$ cat src/rtl/nios_system_nios2_qsys_0_cpu_oci_pkg.sv
// Shared constants, DCT record encodings and frame type for the OCI DCT trace path.
package nios_system_nios2_qsys_0_cpu_oci_pkg;

    localparam int ENTRY_W     = 2;
    localparam int MAX_ENTRIES = 15;
    localparam int CNT_W       = 4;
    localparam int DCT_BUF_W   = ENTRY_W * MAX_ENTRIES;
    localparam int DROP_W      = 8;

    typedef enum logic [ENTRY_W-1:0] {
        DCT_NOT_TAKEN = 2'b00,
        DCT_TAKEN     = 2'b01,
        DCT_INDIRECT  = 2'b10,
        DCT_KIND      = 2'b11
    } dct_code_e;

    typedef struct packed {
        logic [DCT_BUF_W-1:0] buffer;
        logic [CNT_W-1:0]     count;
    } dct_frame_t;

endpackage

$ cat src/rtl/nios_system_nios2_qsys_0_cpu_oci_frame_slot.sv
// One-deep valid/ready output slot; frames offered while the slot is full and not
// being consumed are dropped and counted.
module nios_system_nios2_qsys_0_cpu_oci_frame_slot
    import nios_system_nios2_qsys_0_cpu_oci_pkg::*;
(
    input  logic              i_clk,
    input  logic              i_reset,
    input  logic              i_offer,
    input  dct_frame_t        i_frame,
    input  logic              i_ready,
    input  logic              i_ovf_clr,
    output logic              o_valid,
    output dct_frame_t        o_frame,
    output logic              o_overflow,
    output logic [DROP_W-1:0] o_dropped
);

    typedef enum logic {S_EMPTY, S_FULL} slot_state_e;

    slot_state_e       r_state;
    slot_state_e       w_state_nxt;
    logic              w_load;
    logic              w_drop;
    dct_frame_t        r_frame;
    logic              r_ovf;
    logic [DROP_W-1:0] r_drop;

    function automatic logic [DROP_W-1:0] sat_inc(input logic [DROP_W-1:0] v);
        return (&v) ? v : v + 1'b1;
    endfunction

    always_comb begin
        w_state_nxt = r_state;
        w_load      = 1'b0;
        w_drop      = 1'b0;
        case (r_state)
            S_EMPTY: begin
                if (i_offer) begin
                    w_load      = 1'b1;
                    w_state_nxt = S_FULL;
                end
            end
            S_FULL: begin
                // Consume and refill in the same cycle keeps the slot full without a bubble.
                if (i_ready) begin
                    w_load      = i_offer;
                    w_state_nxt = i_offer ? S_FULL : S_EMPTY;
                end else begin
                    w_drop = i_offer;
                end
            end
            default: w_state_nxt = S_EMPTY;
        endcase
    end

    always_ff @(posedge i_clk) begin
        if (i_reset) begin
            r_state <= S_EMPTY;
            r_frame <= '0;
            r_ovf   <= 1'b0;
            r_drop  <= '0;
        end else begin
            r_state <= w_state_nxt;
            if (w_load) r_frame <= i_frame;
            // A drop coinciding with a clear restarts the count at one.
            if (w_drop) begin
                r_ovf  <= 1'b1;
                r_drop <= i_ovf_clr ? DROP_W'(1) : sat_inc(r_drop);
            end else if (i_ovf_clr) begin
                r_ovf  <= 1'b0;
                r_drop <= '0;
            end
        end
    end

    assign o_valid    = (r_state == S_FULL);
    assign o_frame    = r_frame;
    assign o_overflow = r_ovf;
    assign o_dropped  = r_drop;

endmodule

$ cat src/rtl/nios_system_nios2_qsys_0_cpu_oci_dct_packer.sv
// Packs retired 2-bit DCT records LSB-first into frames of up to 15 entries and
// hands closed frames to a one-deep output slot.
module nios_system_nios2_qsys_0_cpu_oci_dct_packer
    import nios_system_nios2_qsys_0_cpu_oci_pkg::*;
(
    input  logic                 clk,
    input  logic                 reset,
    input  logic                 trace_enable,
    input  logic                 dct_valid,
    input  logic [ENTRY_W-1:0]   dct_code,
    input  logic                 flush,
    input  logic                 frame_ready,
    input  logic                 overflow_clr,
    output logic [DCT_BUF_W-1:0] dct_buffer,
    output logic [CNT_W-1:0]     dct_count,
    output logic                 frame_valid,
    output logic [DCT_BUF_W-1:0] frame_buffer,
    output logic [CNT_W-1:0]     frame_count,
    output logic                 overflow,
    output logic [DROP_W-1:0]    dropped_frames
);

    logic [DCT_BUF_W-1:0] r_buf;
    logic [CNT_W-1:0]     r_cnt;
    logic                 r_en_q;

    logic                 w_accept;
    logic [DCT_BUF_W-1:0] w_rec;
    logic [DCT_BUF_W-1:0] w_buf_acc;
    logic [CNT_W-1:0]     w_cnt_acc;
    logic                 w_close;
    logic                 w_offer;
    dct_frame_t           w_frame_in;
    dct_frame_t           w_frame_out;

    assign w_accept  = dct_valid & trace_enable;
    assign w_rec     = DCT_BUF_W'(dct_code) << (ENTRY_W * int'(r_cnt));
    assign w_buf_acc = w_accept ? (r_buf | w_rec) : r_buf;
    assign w_cnt_acc = r_cnt + CNT_W'(w_accept);

    // Close is judged on the post-accept view so a record arriving with flush joins the closing frame.
    assign w_close = (w_cnt_acc == CNT_W'(MAX_ENTRIES)) | flush | (r_en_q & ~trace_enable);
    assign w_offer = w_close & (w_cnt_acc != '0);

    assign w_frame_in = '{buffer: w_buf_acc, count: w_cnt_acc};

    always_ff @(posedge clk) begin
        if (reset) begin
            r_buf  <= '0;
            r_cnt  <= '0;
            r_en_q <= 1'b0;
        end else begin
            r_en_q <= trace_enable;
            if (w_offer) begin
                r_buf <= '0;
                r_cnt <= '0;
            end else begin
                r_buf <= w_buf_acc;
                r_cnt <= w_cnt_acc;
            end
        end
    end

    nios_system_nios2_qsys_0_cpu_oci_frame_slot u_slot (
        .i_clk      (clk),
        .i_reset    (reset),
        .i_offer    (w_offer),
        .i_frame    (w_frame_in),
        .i_ready    (frame_ready),
        .i_ovf_clr  (overflow_clr),
        .o_valid    (frame_valid),
        .o_frame    (w_frame_out),
        .o_overflow (overflow),
        .o_dropped  (dropped_frames)
    );

    assign dct_buffer   = r_buf;
    assign dct_count    = r_cnt;
    assign frame_buffer = w_frame_out.buffer;
    assign frame_count  = w_frame_out.count;

endmodule

$ cat config.mk
export PLATFORM = sky130hd
export DESIGN_NAME = nios_system_nios2_qsys_0_cpu_oci_dct_packer
export DESIGN_NICKNAME = d
export VERILOG_FILES = /design/src/rtl/nios_system_nios2_qsys_0_cpu_oci_pkg.sv /design/src/rtl/nios_system_nios2_qsys_0_cpu_oci_frame_slot.sv /design/src/rtl/nios_system_nios2_qsys_0_cpu_oci_dct_packer.sv
export SDC_FILE = /design/constraint.sdc
export NUM_CORES = 1
export LEC_CHECK = 0
export BUFFER_PORTS_ARGS = -buffer_cell sky130_fd_sc_hd__buf_2
export CORE_MARGIN = 2
export CORE_UTILIZATION = 40
export CTS_CLUSTER_SIZE = 12
export DETAILED_ROUTE_END_ITERATION = 10
export HOLD_SLACK_MARGIN = 0.15
export PLACE_DENSITY_LB_ADDON = 0.1
export REMOVE_ABC_BUFFERS = 1
export SETUP_SLACK_MARGIN = 0.5
export SLEW_MARGIN = 10
export SYNTH_ARGS = -nofsm -noshare
export SYNTH_HDL_FRONTEND = slang
export SYNTH_SLANG_ARGS = --single-unit
$ cat constraint.sdc
create_clock -name clk -period 3.55 [get_ports clk]
set_input_delay 0.355 -clock clk [delete_from_list [all_inputs] [get_ports clk]]
set_output_delay 0.355 -clock clk [all_outputs]
set_load 0.01 [all_outputs]
# Word-level counts from Yosys, hierarchy flattened

Index checks and enable logic that the tools add are counted.

Bits in registers: 79
Input bits: 9
Output and inout port bits: 78
Word-level logic and storage cells: 40

$add $sub $neg: 2
Equality and inequality tests: 2
Shift-type cells: 1
Mux-type cells: 14
Bitwise operators: 8
Reduce and logical (&&, ||, !) cells: 5

Operators by type and width:

| kind                                                          | number |
|---|---|
| 8-bit two-way mux                                             | 4 |
| 30-bit two-way mux                                            | 1 |
| 30-bit bitwise OR                                             | 1 |
| 2-bit by 5-bit left shift with 30-bit output                  | 1 |
| 8-bit by 1-bit adder with 8-bit output, second input constant | 1 |
| 8-bit AND reduction                                           | 1 |
| 1-bit two-way mux                                             | 7 |
| 4-bit by 1-bit adder with 4-bit output                        | 1 |
| 4-bit == test, second input constant                          | 1 |
| 1-bit one-hot mux with 2 select lines                         | 2 |
| 4-bit nonzero test                                            | 1 |
| 1-bit bitwise AND                                             | 3 |
| 2-bit != test, second input constant                          | 1 |
| 1-bit inverter                                                | 2 |
| 1-bit bitwise OR                                              | 2 |
| 2-bit AND reduction                                           | 1 |
| 2-bit nonzero test                                            | 1 |
| 2-bit OR reduction                                            | 1 |

# Logic depth before layout (Yosys ltp)

Gate-level depths: netlist of run 1.

Depth in word-level cells: 10
Mapped depth: 10
Gate-level depth less buffers: 7

# By module

A second synthesis of run 1 with hierarchy kept.

Cells, all modules: 444
Area total of the unflattened synthesis: 3915.0 µm²

Modules (own cells, without submodules):

| module                                      | times used | cells an instance | area an instance (µm²) | sequential area each (µm²) |
|---|---|---|---|---|
| nios_system_nios2_qsys_0_cpu_oci_dct_packer | 1          | 227               | 2047.0                 | 700.7 |
| nios_system_nios2_qsys_0_cpu_oci_frame_slot | 1          | 217               | 1868.0                 | 880.8 |

# Least setup slack after synthesis of run 1

OpenSTA, ideal clock, no wires.

Path type: input to register
From: input port dct_valid
To: register r_buf[1] (netlist: dct_buffer[1])
Library setup time: 0.066 ns
Arrival: 2.192 ns
Required time: 3.484 ns
Path slack: 1.292 ns
Stages: 10
Buffers on the path: 3
Cell sequence: and2_1 > ha_1 > or2_4 > a2111oi_4 > o32ai_1 > buf_2 > or2_1 > buf_6 > buf_6 > nor2_1

Cells in the longest elaborated chain, start to end: 7
Elaborated cells between the ends (all ways): 9
Those cells by class: add/sub: 1; eq/ne: 1; mux: 1; bitwise: 4; reduce/logical: 2

Ends and longest elaborated chain:

| element                                | line                                              | text |
|---|---|---|
| from (decl)                            | nios_system_nios2_qsys_0_cpu_oci_dct_packer.sv:9  | `input logic dct_valid,` |
| 1-bit bitwise AND *                    | nios_system_nios2_qsys_0_cpu_oci_dct_packer.sv:36 | `assign w_accept = dct_valid & trace_enable;` |
| 4-bit by 1-bit adder with 4-bit output | nios_system_nios2_qsys_0_cpu_oci_dct_packer.sv:39 | `assign w_cnt_acc = r_cnt + CNT_W'(w_accept);` |
| 4-bit == test                          | nios_system_nios2_qsys_0_cpu_oci_dct_packer.sv:42 | `assign w_close = (w_cnt_acc == CNT_W'(MAX_ENTRIES)) \| flush \| (r_en_q & ~trace_enable);` |
| 1-bit bitwise OR (2 in series)         | nios_system_nios2_qsys_0_cpu_oci_dct_packer.sv:42 |  |
| 1-bit bitwise AND                      | nios_system_nios2_qsys_0_cpu_oci_dct_packer.sv:43 | `assign w_offer = w_close & (w_cnt_acc != '0);` |
| 2-bit OR reduction (no line)           | -                                                 |  |
| to (signal assigned)                   | nios_system_nios2_qsys_0_cpu_oci_dct_packer.sv:58 | `r_buf <= w_buf_acc;` |
| to (decl)                              | nios_system_nios2_qsys_0_cpu_oci_dct_packer.sv:23 | `logic [DCT_BUF_W-1:0] r_buf;` |

Mark *: on every way between the ends. The rest lies on a longest branch, timed or not.
A chain may end at the register's enable or synchronous reset.

# Worst setup path after layout of run 1

From: register r_cnt[0] (netlist: dct_count[0])
To: register u_slot.r_frame (netlist bit u_slot.o_frame[5])

Cells in the longest elaborated chain, start to end: 7
Elaborated cells between the ends (all ways): 12
Those cells by class: add/sub: 1; eq/ne: 1; shift: 1; mux: 4; bitwise: 4; reduce/logical: 1

Ends and longest elaborated chain:

| element                                | line                                                                                                 | text |
|---|---|---|
| from (decl)                            | nios_system_nios2_qsys_0_cpu_oci_dct_packer.sv:24                                                    | `logic [CNT_W-1:0] r_cnt;` |
| from (signal assigned)                 | nios_system_nios2_qsys_0_cpu_oci_dct_packer.sv:59                                                    | `r_cnt <= w_cnt_acc;` |
| 4-bit by 1-bit adder with 4-bit output | nios_system_nios2_qsys_0_cpu_oci_dct_packer.sv:39                                                    |  |
| 4-bit == test                          | nios_system_nios2_qsys_0_cpu_oci_dct_packer.sv:42                                                    |  |
| 1-bit bitwise OR (2 in series)         | nios_system_nios2_qsys_0_cpu_oci_dct_packer.sv:42                                                    |  |
| 1-bit bitwise AND                      | nios_system_nios2_qsys_0_cpu_oci_dct_packer.sv:43                                                    |  |
| 1-bit two-way mux (on tied branches)   | nios_system_nios2_qsys_0_cpu_oci_frame_slot.sv:45, nios_system_nios2_qsys_0_cpu_oci_frame_slot.sv:38 |  |
| 1-bit one-hot mux with 2 select lines  | nios_system_nios2_qsys_0_cpu_oci_frame_slot.sv:36                                                    | `case (r_state)` |
| to (signal assigned)                   | nios_system_nios2_qsys_0_cpu_oci_frame_slot.sv:64                                                    | `if (w_load) r_frame <= i_frame;` |
| to (decl)                              | nios_system_nios2_qsys_0_cpu_oci_frame_slot.sv:24                                                    | `dct_frame_t r_frame;` |

Parallel ways exist; a longest one is shown, timed or not.

==> results.ini, run 1 <==
[outcome]
outcome = finished clean

[power]
cellInternalPower_mw = 1.46
power.net_switching_mw = 0.502
power.share.switching = 0.255
power.sequential.fraction = 0.488
power_leakage_nw = 1.55
ir_worst_vdd_v = 0.000254
p_clk_frac = 0.388
pwr_density_cell_mw_per_mm2 = 527
comb_power_share = 0.124

[worst_setup_path]
setup.worst_path.class = reg -> reg
required_time_of_the_critical_path_ps = 3770
slowest_delay_ps = 840
crit_path_cell_trace = ha_1 > or2_4 > a2111oi_4 > o32ai_4 > and2_1 > buf_4 > a211oi_1
critical_path_buffer_and_inverter_count = 1
family_of_cells_with_the_greatest_summed_delay_on_the_critical_path = simple AND/OR/NAND/NOR gates
crit_path_max_fanout = 25
cp_slowest_cell = and2_1
critical_path_startpoint_category = flop
critPathCaptureType = flop
critPathArrivalTime_ps = 2920

[placement]
gp_congestion = 0.790
numPortBuffers = 86
detailed_place.area_mm2 = 0.00350
place.detailed.hpwl_um = 5210

[grt]
via_count_of_the_first_global_routing_pass = 2474
grt_util_all_layers = 0.196
grt_pass1_wl_um = 12900
grt_start_max_net_pins = 46
antenna_found_initial = 0
grt_overflow = 0

[clock_network]
clock_path_buffers = 2
numCtsBuffers = 9
cts.sink_count = 79
holdBufCountCts = 0
library_cell_used_as_clock_root_buffer = clkbuf_8
clkSlewWorstSetupHoldPaths_ps = 80
tritoncts = yes
cts-htree-levels = 3
clkLatencyLatePin_ps = 350

[drt]
drt_pre_antenna_iters = 4
via_count = 2750
post_drt_wl_per_cell_um = 16.1
number_of_drc_violations_after_detailed_routing = 0
initialDrtViolationCount = 137
drt-total-wl_um = 8130
post_drt_via_cell_ratio = 5.45
antenna_violating_nets_remaining = 0

[floorplan]
design.portCount = 87
die_x_um = 91.3
fp-row-count = 31
die_area_mm2 = 0.00834
core_area_mm2 = 0.00733
die_h_um = 91.3
start_util = 0.416

[timing]
setup-tns-final_ps = 0
report.final.slew_viol_count = 0
timing.final.crit_period_ps = 2700
finalHoldViolations = 0
worst_slew_pin_slew_ps = 1020
rsz0062_at_grt = no
layout_worst_path_cycle_share = 0.761
finalSetupViolCount = 0
finalClockSkew_ps = 5.08
max-slew-margin-rel = 0.319
max_freq_mhz = 370

[synth]
synth_seq_area_share = 0.519
synth_top_cells_by_count = dfxtp_1 (79), nor2_1 (47), a21oi_1 (35), a211oi_1 (34), a31oi_1 (31)
synth_flop_type = dfxtp_1
synth_area_leaders = dfxtp_1 (52%), a211oi_1 (8.4%), a31oi_1 (6.4%)
ys_async_sr_fraction = 0
post-synth-top-area-fraction = 0.519
synth_edf_count = 0
synth_cells = 331
syn_avg_cell_area_um2 = 9.21
synth_top_cell_by_area = dfxtp_1
ys.warnings.count = 0
netlist-cell-type-count = 39
yosys_register_bits = 79
synthMostInstantiatedCell = dfxtp_1
syn-cell-area_mm2 = 0.00305

[cells_and_area]
post_route_cells_drive_above_1_share = 0.276
syn_to_final_growth_pct = 22.2
stdcell_area_mm2 = 0.00373
antenna_cells_inserted = 0
nets = 413

[job]
maxCapViolations = 0

[hold_path]
holdCritPathClass = in -> reg

[worst reg2reg max path, stage by stage, from the launching register on]
cell and delay (ps):
dfxtp_1 440, ha_1 330, or2_4 180, a2111oi_4 80
o32ai_4 290, and2_1 840, buf_4 330, a211oi_1 90
[per-stage QoR]
stage | worst slack (ps) | util | hold slack, ps | instances | power [mW]
after global placement | 453 | 0.477 | 455 | 489 | 1.22
after global routing | 639 | 0.508 | 297 | 505 | 2.05
final | 850 | 0.508 | 290 | 505 | 1.96
after floorplan | -765 | - | 422 | 298 | 1.12
after detailed placement | 408 | 0.477 | 462 | 489 | 1.22
after CTS | 580 | 0.508 | 280 | 505 | 1.98
[power by group through the flow]
stage | Combinational (mW) | Sequential (mW) | Clock, mW
2_1_floorplan | 0.120 | 0.999 | 0
5_1_grt | 0.267 | 0.963 | 0.822
6_report | 0.244 | 0.958 | 0.762
4_1_cts | 0.245 | 0.958 | 0.779
3_5_place_dp | 0.244 | 0.979 | 0
3_3_place_gp | 0.243 | 0.978 | 0
[cell usage in the layout (no fill, tap or decap), types with 2 or more instances in the layout]
cell type and instances:
dfxtp_1 79, and2_0 2, nor2_1 47, or2_2 2, nor2b_1 5, xor2_1 3, buf_2 86, nand3_1 6
or3_1 6, o211ai_1 2, ha_1 3, and2_1 2, buf_4 6, o31ai_1 3, o41ai_1 3, a211oi_1 34
and3_1 2, clkbuf_8 11, a21oi_1 35, nand2b_1 3, bufinv_16 2, nand2_1 8, o21ai_0 4, inv_1 3
o311ai_0 3, a31oi_1 31
[sequential cells by signal, indices dropped and copies added, names as in the netlist]
signal / cells
r_en_q: 1
u_slot.o_frame: 34
u_slot.o_valid: 1
u_slot.o_dropped: 8
dct_buffer: 30
dct_count: 4
u_slot.o_overflow: 1
[layout make-up]
class | instances | area (um2)
Timing Repair Buffer | 92 | 475
Clock buffer | 12 | 155
Inverter | 3 | 11.3
Tap cell | 99 | 124
Sequential cell | 79 | 1580
Fill cell | 725 | 3600
Clock inverter | 4 | 76.3
Multi-Input combinational cell | 216 | 1300
[kinds of logic after synthesis]
family | count (synthesis) | share of synthesized area
AO/OA/AOI/OAI | 119 | 0.259
XOR/XNOR | 4 | 0.0115
adder cells (fa/ha/maj) | 3 | 0.0123
buffers and inverters | 36 | 0.0599
flip-flops | 79 | 0.519
AND/OR/NAND/NOR | 90 | 0.139
[layer usage]
metal | part of all wire | global-route usage | wire length, um
met5 | 0 | 0 | 0
met4 | 0.020 | 0.0783 | 165
met3 | 0.068 | 0.0357 | 553
met2 | 0.43 | 0.287 | 3490
met1 | 0.48 | 0.283 | 3920
[timing repair]
action	in CTS	in global routing
buffers inserted	0	0
gates resized for setup	0	1
endpoints found under the setup margin	0	34
[worst paths after layout]
| kind | start | endpoint | slack, ps | depth (start not counted) |
|---|---|---|---|---|
| max | dct_count[0]$_SDFF_PP0_ | u_slot.o_frame[5]$_SDFFE_PP0P_ | 850 | 7 |
| min | trace_enable | r_en_q$_SDFF_PP0_ | 290 | 3 |
| min reg2reg | u_slot.o_overflow$_SDFFE_PP0P_ | u_slot.o_overflow$_SDFFE_PP0P_ | 470 | 2 |
| max reg2reg | dct_count[0]$_SDFF_PP0_ | u_slot.o_frame[5]$_SDFFE_PP0P_ | 850 | 7 |
(Power assumes the default switching activity.)
==> run 2: changes to the inputs <==
==> constraint.sdc (replaced) <==
create_clock -name clk -period 2.6 [get_ports clk]
set_input_delay 0.26 -clock clk [delete_from_list [all_inputs] [get_ports clk]]
set_output_delay 0.26 -clock clk [all_outputs]
set_load 0.01 [all_outputs]
==> run 2 against run 1 <==
Clock power up 23%. Final area increased by 7.3%. Die area did not move. Setup slack got worse by 320 ps. Clock skew grew 4.6 ps. Count of clock-buffer cells in the layout is 3 lower. Cell count increased by 2.0%. Power grew 36%.
==> results.ini, run 2 (same netlist as run 1, synthesis figures left out) <==
[placement]
place.detailed.hpwl_um = 5340  ; was 5210 um
numPlacedInstances = 492  ; was 489
pre_cts_slack_ps = 122  ; was 408 ps
numPortBuffers = 86  ; unchanged
gp_congestion = 0.751  ; was 0.790

[grt]
grt_overflow = 0  ; unchanged
via_count_of_the_first_global_routing_pass = 2606  ; was 2474
grt_util_all_layers = 0.204  ; was 0.196
grt_pass1_wl_um = 13600  ; was 12900 um
antenna_found_initial = 0  ; unchanged
grt_start_max_net_pins = 37  ; was 46

[worst_setup_path]
required_time_of_the_critical_path_ps = 2860  ; was 3770 ps
setup.worst_path.class = reg -> reg  ; unchanged
crit_path_max_fanout = 15  ; was 25
critical_path_startpoint_category = flop  ; unchanged
critPathArrivalTime_ps = 2330  ; was 2920 ps
critPathCaptureType = flop  ; unchanged
worstRegToRegCells = 7  ; unchanged

[clock_network]
clkLatencyLatePin_ps = 350  ; about the same
library_cell_used_as_clock_root_buffer = clkbuf_8  ; unchanged
clkSlewWorstSetupHoldPaths_ps = 90  ; was 80 ps
cts-htree-levels = 3  ; unchanged
tritoncts = yes  ; unchanged
cts.sink_count = 79  ; unchanged
clock_path_buffers = 2  ; unchanged
numCtsBuffers = 9  ; unchanged

[drt]
antenna_violating_nets_remaining = 0  ; unchanged
initialDrtViolationCount = 189  ; was 137
drt_pre_antenna_iters = 4  ; unchanged
via_count = 2873  ; was 2750
post_drt_via_cell_ratio = 5.58  ; was 5.45
number_of_drc_violations_after_detailed_routing = 0  ; unchanged
drt-total-wl_um = 8860  ; was 8130 um
post_drt_wl_per_cell_um = 17.2  ; was 16.1 um

[job]
maxCapViolations = 0  ; unchanged

[floorplan]
die_h_um = 91.3  ; unchanged
core_area_mm2 = 0.00733  ; unchanged
die_x_um = 91.3  ; unchanged
start_util = 0.416  ; unchanged
design.portCount = 87  ; unchanged
die_area_mm2 = 0.00834  ; unchanged
fp-row-count = 31  ; unchanged

[timing]
finalHoldWorstSlack_ps = 176  ; was 290 ps
finalSetupViolCount = 0  ; unchanged
worst_slew_pin_slew_ps = 892  ; was 1020 ps
layout_worst_path_cycle_share = 0.797  ; was 0.761
timing.final.crit_period_ps = 2070  ; was 2700 ps
report.final.slew_viol_count = 0  ; unchanged
layout_setup_ws_ps = 527  ; was 850 ps
max-slew-margin-rel = 0.403  ; was 0.319
finalHoldViolations = 0  ; unchanged
rsz0062_at_grt = yes  ; was no
finalClockSkew_ps = 9.64  ; was 5.08 ps
max_freq_mhz = 482  ; was 370 MHz

[cells_and_area]
filler_cell_count = 686  ; was 725
most_common_cell_after_layout_fill_and_taps_aside = buf_2  ; unchanged
final_cell_mix = buf_2 (86), dfxtp_1 (78), nor2_1 (47)  ; was buf_2 (86), dfxtp_1 (79), nor2_1 (47)
post_route_cells_drive_above_1_share = 0.370  ; was 0.276
finish.cell_count_without_fillers = 515  ; was 505
flip_flop_and_latch_area_mm2 = 0.00159  ; was 0.00158 mm2
flip_flop_count_of_the_largest_register_after_layout = 34  ; unchanged
antenna_cells_inserted = 0  ; unchanged
syn_to_final_growth_pct = 31.1  ; was 22.2%
multi_input_comb_area_mm2 = 0.00147  ; was 0.00130 mm2
nets = 423  ; was 413

[power]
cellInternalPower_mw = 1.90  ; was 1.46 mW
power_leakage_nw = 1.63  ; was 1.55 nW
ir_worst_vdd_v = 0.000352  ; was 0.000254 V
pwr_density_cell_mw_per_mm2 = 668  ; was 527 mW/mm2
comb_power_share = 0.160  ; was 0.124
power.sequential.fraction = 0.490  ; was 0.488
power.net_switching_mw = 0.768  ; was 0.502 mW
power.share.switching = 0.287  ; was 0.255
p_clk_frac = 0.350  ; was 0.388

[hold_path]
holdCritPathClass = in -> reg  ; unchanged
hold_path_depth = 3  ; unchanged

[outcome]
outcome = finished clean  ; unchanged

[run 2: area by class of cell]
type | instances | area share
clock inverter | 7 | 0.0197
clock buffer | 9 | 0.0310
multi-input combinational | 216 | 0.369
inverter | 3 | 0.00282
tap | 99 | 0.0310
timing repair buffer | 102 | 0.150
sequential | 79 | 0.397
[run 2: metal layers]
metal | wire (um) | track usage | share of wire
met5 | 0 | 0 | 0
met2 | 4080 | 0.305 | 0.46
met4 | 115 | 0.0682 | 0.013
met1 | 4140 | 0.295 | 0.47
met3 | 524 | 0.0382 | 0.059
[run 2: repair_timing]
item / 4_1_cts / 5_1_grt
setup endpoints to repair: 76 / 73
setup buffers: 1 / 4
pin swaps: 2 / 5
gates cloned: 0 / 2
resized for setup: 8 / 35
hold buffers: 0 / 0
[run 2: path summary, 6_finish.rpt]
kind,startpoint,slack [ps],end
min,trace_enable,180,r_en_q$_SDFF_PP0_
max,dct_count[0]$_SDFF_PP0_,530,u_slot.o_frame[15]$_SDFFE_PP0P_
min reg2reg,u_slot.o_overflow$_SDFFE_PP0P_,470,u_slot.o_overflow$_SDFFE_PP0P_
max reg2reg,dct_count[0]$_SDFF_PP0_,530,u_slot.o_frame[15]$_SDFFE_PP0P_
[run 2: worst max-delay path: stages (launching register included)]
cell,delay [ps]
dfxtp_4,370
ha_4,170
or2_4,230
a2111oi_4,420
o32ai_4,170
and2_4,240
buf_12,170
a211oi_1,200
[run 2: power by group through the flow]
stage	Clock [mW]	Combinational (mW)	Sequential, mW
floorplan	0	0.164	1.36
global placement	0	0.343	1.34
detailed placement	0	0.347	1.34
CTS	0.951	0.353	1.31
global route	1.01	0.467	1.32
finish	0.934	0.429	1.31
[run 2: through the flow]
step	utilization	cell area (um2)	setup TNS, ps	power [mW]
2_1_floorplan	-	2880	-108860	1.53
4_1_cts	0.513	3760	0	2.61
5_1_grt	0.545	4000	0	2.79
3_5_place_dp	0.482	3530	0	1.68
3_3_place_gp	0.482	3530	0	1.68
6_report	0.545	4000	0	2.67
